--- src/rtl/watch_pkg.sv ---
// Shared types and sizing helpers for the stopwatch sequencer.
// The optional lap/display-hold feature is enabled with WATCH_LAP_EN.
package watch_pkg;

    typedef enum logic [1:0] {
        StClr    = 2'd0,
        StPaused = 2'd1,
        StRun    = 2'd2,
        StAdj    = 2'd3
    } state_e;

    localparam int unsigned DebCyclesDefault = 500000;

    function automatic int unsigned deb_cnt_width(input int unsigned cycles);
        return $clog2(cycles + 1);
    endfunction

endpackage

--- src/rtl/btn_debounce.sv ---
// Pushbutton conditioner: 2-flop synchronizer, stable-level counter and a
// one-cycle press pulse on each accepted 0->1 change. Releases make no pulse.
module btn_debounce
    import watch_pkg::*;
#(
    parameter int unsigned DebCycles = DebCyclesDefault,
    parameter int unsigned CntW      = deb_cnt_width(DebCycles)
) (
    input  logic clk,
    input  logic reset,
    input  logic btn_i,
    output logic press_o
);

    logic            sync1_q, sync2_q;
    logic            level_q, level_d;
    logic            press_q;
    logic [CntW-1:0] cnt_q, cnt_d;

    // The level flips on the DebCycles-th consecutive mismatching cycle;
    // a single matching cycle restarts the count from zero.
    always_comb begin
        level_d = level_q;
        cnt_d   = '0;
        if (sync2_q != level_q) begin
            if (cnt_q == CntW'(DebCycles - 1)) begin
                level_d = sync2_q;
            end else begin
                cnt_d = cnt_q + 1'b1;
            end
        end
    end

    always_ff @(posedge clk) begin
        if (reset) begin
            sync1_q <= 1'b0;
            sync2_q <= 1'b0;
            level_q <= 1'b0;
            cnt_q   <= '0;
            press_q <= 1'b0;
        end else begin
            sync1_q <= btn_i;
            sync2_q <= sync1_q;
            level_q <= level_d;
            cnt_q   <= cnt_d;
            press_q <= level_d & ~level_q;
        end
    end

    assign press_o = press_q;

endmodule

--- src/rtl/watch_sequencer.sv ---
// Stopwatch control sequencer: CLR/PAUSED/RUN/ADJ FSM with registered pulses.
// Define WATCH_LAP_EN to build the lap button and display-hold toggle.
module watch_sequencer
    import watch_pkg::*;
#(
    parameter int unsigned DEB_CYCLES = DebCyclesDefault
) (
    input  logic clk,
    input  logic reset,
    input  logic pause_btn,
    input  logic adj,
    input  logic sel,
    input  logic tick_1hz,
    input  logic tick_2hz,
    input  logic lap_btn,
    output logic cnt_clr,
    output logic count_en,
    output logic adj_step,
    output logic adj_field,
    output logic running,
    output logic adj_mode,
    output logic disp_hold
);

    localparam int unsigned CntW = deb_cnt_width(DEB_CYCLES);

    state_e state_q, state_d;
    logic   adj_s1_q, adj_s2_q;
    logic   sel_s1_q, sel_s2_q;
    logic   pause_ev;
    logic   count_en_q, count_en_d;
    logic   adj_step_q, adj_step_d;
    logic   adj_field_q, adj_field_d;

    btn_debounce #(
        .DebCycles (DEB_CYCLES),
        .CntW      (CntW)
    ) u_pause_deb (
        .clk     (clk),
        .reset   (reset),
        .btn_i   (pause_btn),
        .press_o (pause_ev)
    );

    always_comb begin
        state_d     = state_q;
        count_en_d  = 1'b0;
        adj_step_d  = 1'b0;
        adj_field_d = adj_field_q;
        unique case (state_q)
            StClr:    state_d = StPaused;
            StPaused: begin
                if (adj_s2_q)      state_d = StAdj;
                else if (pause_ev) state_d = StRun;
            end
            StRun: begin
                if (adj_s2_q)      state_d = StAdj;
                else if (pause_ev) state_d = StPaused;
            end
            StAdj: begin
                if (!adj_s2_q)     state_d = StPaused;
            end
            default:               state_d = StClr;
        endcase
        // Pulses depend on the current state, so a tick on the RUN->PAUSED edge still counts.
        count_en_d = tick_1hz && (state_q == StRun);
        adj_step_d = tick_2hz && (state_q == StAdj);
        // Never retarget the field while a step pulse is being applied.
        if (!((state_q == StAdj) && adj_step_q)) begin
            adj_field_d = sel_s2_q;
        end
    end

    always_ff @(posedge clk) begin
        if (reset) begin
            state_q     <= StClr;
            adj_s1_q    <= 1'b0;
            adj_s2_q    <= 1'b0;
            sel_s1_q    <= 1'b0;
            sel_s2_q    <= 1'b0;
            count_en_q  <= 1'b0;
            adj_step_q  <= 1'b0;
            adj_field_q <= 1'b0;
        end else begin
            state_q     <= state_d;
            adj_s1_q    <= adj;
            adj_s2_q    <= adj_s1_q;
            sel_s1_q    <= sel;
            sel_s2_q    <= sel_s1_q;
            count_en_q  <= count_en_d;
            adj_step_q  <= adj_step_d;
            adj_field_q <= adj_field_d;
        end
    end

`ifdef WATCH_LAP_EN
    logic lap_ev;
    logic disp_hold_q, disp_hold_d;

    btn_debounce #(
        .DebCycles (DEB_CYCLES),
        .CntW      (CntW)
    ) u_lap_deb (
        .clk     (clk),
        .reset   (reset),
        .btn_i   (lap_btn),
        .press_o (lap_ev)
    );

    always_comb begin
        disp_hold_d = disp_hold_q;
        if (state_d == StAdj) begin
            disp_hold_d = 1'b0;
        end else if (lap_ev && (state_q == StRun)) begin
            disp_hold_d = ~disp_hold_q;
        end
    end

    always_ff @(posedge clk) begin
        if (reset) begin
            disp_hold_q <= 1'b0;
        end else begin
            disp_hold_q <= disp_hold_d;
        end
    end

    assign disp_hold = disp_hold_q;
`else
    logic unused_lap_btn;
    assign unused_lap_btn = lap_btn;
    assign disp_hold      = 1'b0;
`endif

    assign cnt_clr   = (state_q == StClr);
    assign running   = (state_q == StRun);
    assign adj_mode  = (state_q == StAdj);
    assign count_en  = count_en_q;
    assign adj_step  = adj_step_q;
    assign adj_field = adj_field_q;

endmodule

--- config.mk ---
export PLATFORM = sky130hd
export DESIGN_NAME = watch_sequencer
export DESIGN_NICKNAME = d
export VERILOG_FILES = /design/src/rtl/watch_pkg.sv /design/src/rtl/btn_debounce.sv /design/src/rtl/watch_sequencer.sv
export SDC_FILE = /design/constraint.sdc
export NUM_CORES = 1
export LEC_CHECK = 0
export ABC_AREA = 1
export ABC_CLOCK_PERIOD_IN_PS = 1200
export BUFFER_PORTS_ARGS = -buffer_cell sky130_fd_sc_hd__buf_2
export CAP_MARGIN = 20
export CORE_MARGIN = 3
export CORE_UTILIZATION = 35
export CTS_CLUSTER_SIZE = 24
export DETAILED_ROUTE_END_ITERATION = 16
export SLEW_MARGIN = 5
export SYNTH_ARGS = -nofsm -noshare
export SYNTH_HDL_FRONTEND = slang
export SYNTH_HIERARCHICAL = 1
export SYNTH_SLANG_ARGS = --single-unit
--- constraint.sdc ---
create_clock -name clk -period 1.2 [get_ports clk]
set_input_delay 0.12 -clock clk [delete_from_list [all_inputs] [get_ports clk]]
set_output_delay 0.12 -clock clk [all_outputs]
set_load 0.02 [all_outputs]
### Word level (Yosys, flattened, before mapping)

Cells that the tools add are included.

| cells by class | value |
|---|---|
| bitwise gates (word level) | 3 |
| mux-type cells | 8 |
| equality and inequality tests | 8 |
| div/mod/pow operators | 0 |
| order comparisons | 0 |
| reduce and logical (&&, ||, !) cells | 6 |
| $mul | 0 |
| add/subtract/negate cells | 1 |
| shift operators | 0 |

Operator list:

| operator | number |
|---|---|
| 19-bit by 1-bit adder with 19-bit output, second input constant | 1 |
| 19-bit equality test, second input constant | 1 |
| 2-bit two-way mux | 5 |
| 2-bit case mux with 4 select lines | 1 |
| 2-bit equality test, second input constant | 2 |
| 1-bit logical AND | 3 |
| 3-bit by 1-bit != test with 1-bit output, second input constant | 1 |
| 3-bit by 2-bit != test with 1-bit output, second input constant | 1 |
| 3-bit AND reduction | 1 |
| 3-bit OR reduction | 1 |
| 2-bit by 1-bit equality test with 1-bit output, second input constant | 1 |
| 2-bit logical NOT | 1 |
| 1-bit two-way mux | 2 |
| 2-bit != test, second input constant | 1 |
| 1-bit inverter | 2 |
| 1-bit bitwise AND | 1 |
| 1-bit != test | 1 |

| word-level totals | value |
|---|---|
| latch bits | 0 |
| memories kept | 0 |
| bits of input ports | 8 |
| ROM bits | 0 |
| logic and storage cells | 39 |
| register bits after elaboration | 32 |
| RAM bits | 0 |
| output and inout bits | 7 |

### Depth between registers and ports, before layout

| logic depth | value |
|---|---|
| depth after elaboration | 4 |
| gate-level depth with buffers | 9 |
| gate-level depth less buffers | 9 |

### By module

Netlist, hierarchy kept.

By module, submodules not included:

| module | cells an instance | times used | area an instance (sq um) | seq. area each (sq um) |
|---|---|---|---|---|
| btn_debounce | 190 | 1 | 1219.9 | 460.4 |
| watch_sequencer | 56 | 1 | 430.4 | 180.2 |

### Least setup slack after synthesis

OpenSTA, ideal clock, no wires.

| path | value |
|---|---|
| path kind | reg-to-reg |
| start point | register u_pause_deb.cnt_q[0] |
| end point | register u_pause_deb.cnt_q[11] |
| setup time | 114 ps |
| data arrival time | 1185 ps |
| required time | 1086 ps |
| period minus slack after synthesis | 1299 ps |
| stages on the path, launching flop included | 8 |
| setup slack | -99 ps |
| path buffers | 1 |
| cells stage by stage | dfxtp_1 > ha_1 > nand2_1 > nor2_4 > nand3_2 > o21bai_4 > buf_6 > nor2_1 |

| between the ends | value |
|---|---|
| word-level cells in the longest chain between the ends | 2 |
| elaborated cells between the ends (all ways) | 3 |
| classes of those cells | add/sub (1); eq/ne (1); reduce/logical (1) |

RTL lines:

| element | RTL line | RTL |
|---|---|---|
| start: declaration | btn_debounce.sv:18 | `logic [CntW-1:0] cnt_q, cnt_d;` |
| start signal: assignment | btn_debounce.sv:45 | `cnt_q <= cnt_d;` |
| parallel branches: the longest is 2 deep, another holds 19-bit by 1-bit adder with 19-bit output | -- |  |

Several ways; the timed one is not identified.
A chain may end at the register's enable or synchronous reset.

### Worst setup path after layout

| path | value |
|---|---|
| start point | register u_pause_deb.cnt_q[1] |
| end point | register u_pause_deb.cnt_q[2] |

Same word-level chain as after synthesis.

==> results_dict.tcl <==
set metrics [dict create \
    r2r-start "u_pause_deb/cnt_q[1]$_SDFF_PP0_" \
    synth_nets 260 \
    synth_simple_gate_area_frac 0.3836 \
    grt-ovfl-total 0 \
    arrival_ps 1510 \
    grt_use_total 0.1400 \
    drv_cap 0 \
    diodes 0 \
    worstPathRequired_ps 1380 \
    clk_latency_ps 280 \
    min_from "sel" \
    vias 1521 \
    area_growth_pct 38.74 \
    p_leak_nw 0.9747 \
    seq_area_um2 653.1 \
    die_h_um 74.67 \
    p_per_area_mw_per_mm2 1379 \
    hold_viol 0 \
    vias_per_cell 4.396 \
    ys_warn_count 6 \
    ys_seq_area_frac 0.3882 \
    num_io_pins 15 \
    portBuffers 12 \
    setup_violations 21 \
    cts_buffers 5 \
    post-place-ws_ps -130.2 \
    period_needed_ps 1329 \
    grt_max_degree 15 \
    cts_tree "done" \
    hold_path_class "input port to flop" \
    ys_ff_latch 32 \
    postCtsHoldBufs 0 \
    cp_max_fo 14 \
    clock-sinks 32 \
    antenna_found_initial 0 \
    core_mm2 0.004444 \
    max_freq_mhz 752.2 \
    start_kind "flop" \
    place_congestion 0.7568 \
    reg_top3 "u_pause_deb/cnt_q: 19 flops, state_q: 2 flops" \
    setup_ws_ps -129.5 \
    drc 0 \
    timing.rr.end "u_pause_deb/cnt_q[2]$_SDFF_PP0_" \
    status "complete, but fails checks" \
    synth_top_family_by_area "simple AND/OR/NAND/NOR gates" \
    fin_crit_sh 1.108 \
    synth_mux_area_frac 0 \
    die_x_um 74.67 \
    hold_depth 3 \
    vdd_drop_max_uv 737.4 \
    synthXorXnorAreaFrac 0.02654 \
    fillers 444 \
    avgSynthCellArea_um2 6.709 \
    placed_area_mm2 0.002012 \
    htreeDepth 2 \
    routedWlPerCell_um 9.994 \
    start_util 0.3713 \
    cts_max_path_buffers 2 \
    post-dp-hpwl_um 2576 \
    fin_skew_ps 2.855 \
    path_clk_slew_ps 70 \
    slew_violations 0 \
    crit_type "flop to flop" \
    cts-root-buf "clkbuf_8" \
    min_to "sel_s1_q$_SDFF_PP0_" \
    synth_compound_area_frac 0.04473 \
    regMostFlops "u_pause_deb/cnt_q" \
    multi_input_area_um2 965.9 \
    synth-async-reset-ratio 0 \
    grt_first_pass_wirelength_um 5906 \
    drive_gt1_frac 0.2959 \
    wl_um 3458 \
    die_area_mm2 0.005575 \
    synth-adder-area-share 0.04549 \
    yosysUniqueCellTypes 24 \
    synth_cells 246 \
    synthFlopType "dfxtp_1" \
    rrSetupSlack_ps -130 \
    nNetsFinal 307 \
    grt_pass1_vias 1425 \
    fin_area_mm2 0.002290 \
    drt_pre_antenna_iters 4 \
    failed_checks "setup timing" \
    drtAntennaViolNets 0 \
    cp-end-kind "flop" \
    final_util 0.5152 \
    netlist_area_mm2 0.001650 \
    row_count 24 \
    dr.first_iter.drc_count 51 \
    synth-edff-count 0 \
    largest_register_ff_count 19 \
    worst-r2r-cell-count 7 \
    rsz0062_at_grt "true" \
]
-- kinds of logic after synthesis --
kind of cell / Yosys count
AND/OR/NAND/NOR: 149
buffers and inverters: 41
flip-flops: 32
AO/OA/AOI/OAI: 12
adder cells (fa/ha/maj): 6
XOR/XNOR: 5
other: 1
-- layout by cell type (no fill, tap or decap), types with 2 or more instances in the layout --
| cell | count |
|---|---|
| nand2_1 | 57 |
| nor2_1 | 49 |
| inv_1 | 34 |
| buf_4 | 27 |
| dfxtp_1 | 26 |
| nand3_1 | 14 |
| a21oi_1 | 9 |
| buf_2 | 9 |
| nand2_2 | 6 |
| ha_4 | 6 |
| nor3_1 | 6 |
| nor2_2 | 5 |
| clkbuf_8 | 5 |
| buf_6 | 5 |
| xor2_1 | 5 |
| nand4_1 | 4 |
| dfxtp_2 | 4 |
| inv_2 | 3 |
| nor2_4 | 3 |
| buf_12 | 2 |
| dfxtp_4 | 2 |
| nand3_4 | 2 |
| o21ai_0 | 2 |
-- report_power, final --
part / internal [mW] / switching (mW)
Sequential: 1.14 / 0.0713
Clock: 0.614 / 0.402
Combinational: 0.470 / 0.465
-- per-layer routing --
metal | global-route usage | share of wire | vias to the layer above
met5 | 0 | 0 | -
met4 | 0.06522 | 0.023 | 0
met3 | 0.04005 | 0.029 | 10
met2 | 0.2312 | 0.47 | 24
met1 | 0.1683 | 0.48 | 645
li1 | - | - | 842
-- synthesized netlist by cell type, types with 2 or more instances --
cell / n / area (um^2)
nor3_1: 6 / 30.03
a21oi_1: 9 / 45.04
inv_1: 36 / 135.1
ha_1: 6 / 75.07
nand2_2: 3 / 18.77
nand2_1: 61 / 229.0
o21ai_0: 2 / 10.01
xor2_1: 5 / 43.79
nand3_1: 15 / 75.07
nand4_1: 4 / 25.02
dfxtp_1: 32 / 640.6
nor2_2: 3 / 18.77
nor2_1: 53 / 198.9
-- worst max-delay path, cell delays in order (launching register included) --
cell      delay (ps)
dfxtp_2          350
ha_4             170
nand2_4           60
nor2_4           140
nand3_4          120
o21bai_4         170
buf_12           150
nor3_1            50
-- worst max path at each step --
stage,start,end,slack [ps],cells after the start
final,u_pause_deb/cnt_q[1]$_SDFF_PP0_,u_pause_deb/cnt_q[2]$_SDFF_PP0_,-130,7
after global routing,u_pause_deb/cnt_q[3]$_SDFF_PP0_,u_pause_deb/cnt_q[2]$_SDFF_PP0_,-220,6
after CTS,u_pause_deb/cnt_q[1]$_SDFF_PP0_,u_pause_deb/cnt_q[13]$_SDFF_PP0_,-110,7
after detailed placement,u_pause_deb/cnt_q[1]$_SDFF_PP0_,u_pause_deb/cnt_q[9]$_SDFF_PP0_,-130,7
after global placement,u_pause_deb/cnt_q[1]$_SDFF_PP0_,u_pause_deb/cnt_q[9]$_SDFF_PP0_,-100,7
after floorplan,u_pause_deb/cnt_q[1]$_SDFF_PP0_,u_pause_deb/cnt_q[13]$_SDFF_PP0_,-50,7
-- layout make-up --
class                           count  share of cell area
Timing Repair Buffer               43              0.1503
Clock buffer                        5             0.03005
Sequential cell                    32              0.2852
Clock inverter                      3             0.01858
Tap cell                           52             0.02842
Multi-Input combinational cell    173              0.4219
Inverter                           38             0.06557
-- repair_timing --
action                                  4_1_cts  5_1_grt
pin swaps                                     2       11
buffers inserted                              0        3
resized for setup                            11       26
endpoints found under the setup margin       25       26
-- metrics by stage --
step	hold WS, ps	total power [mW]	setup TNS [ps]	instances
after floorplan	191.2	1.676	-431.6	246
after global placement	320.4	1.821	-1777	335
after detailed placement	326.8	1.829	-2268	335
after CTS	25.52	2.971	-1863	343
after global routing	33.77	3.353	-4317	346
final	39.45	3.157	-2211	346
(Power assumes the default switching activity.)
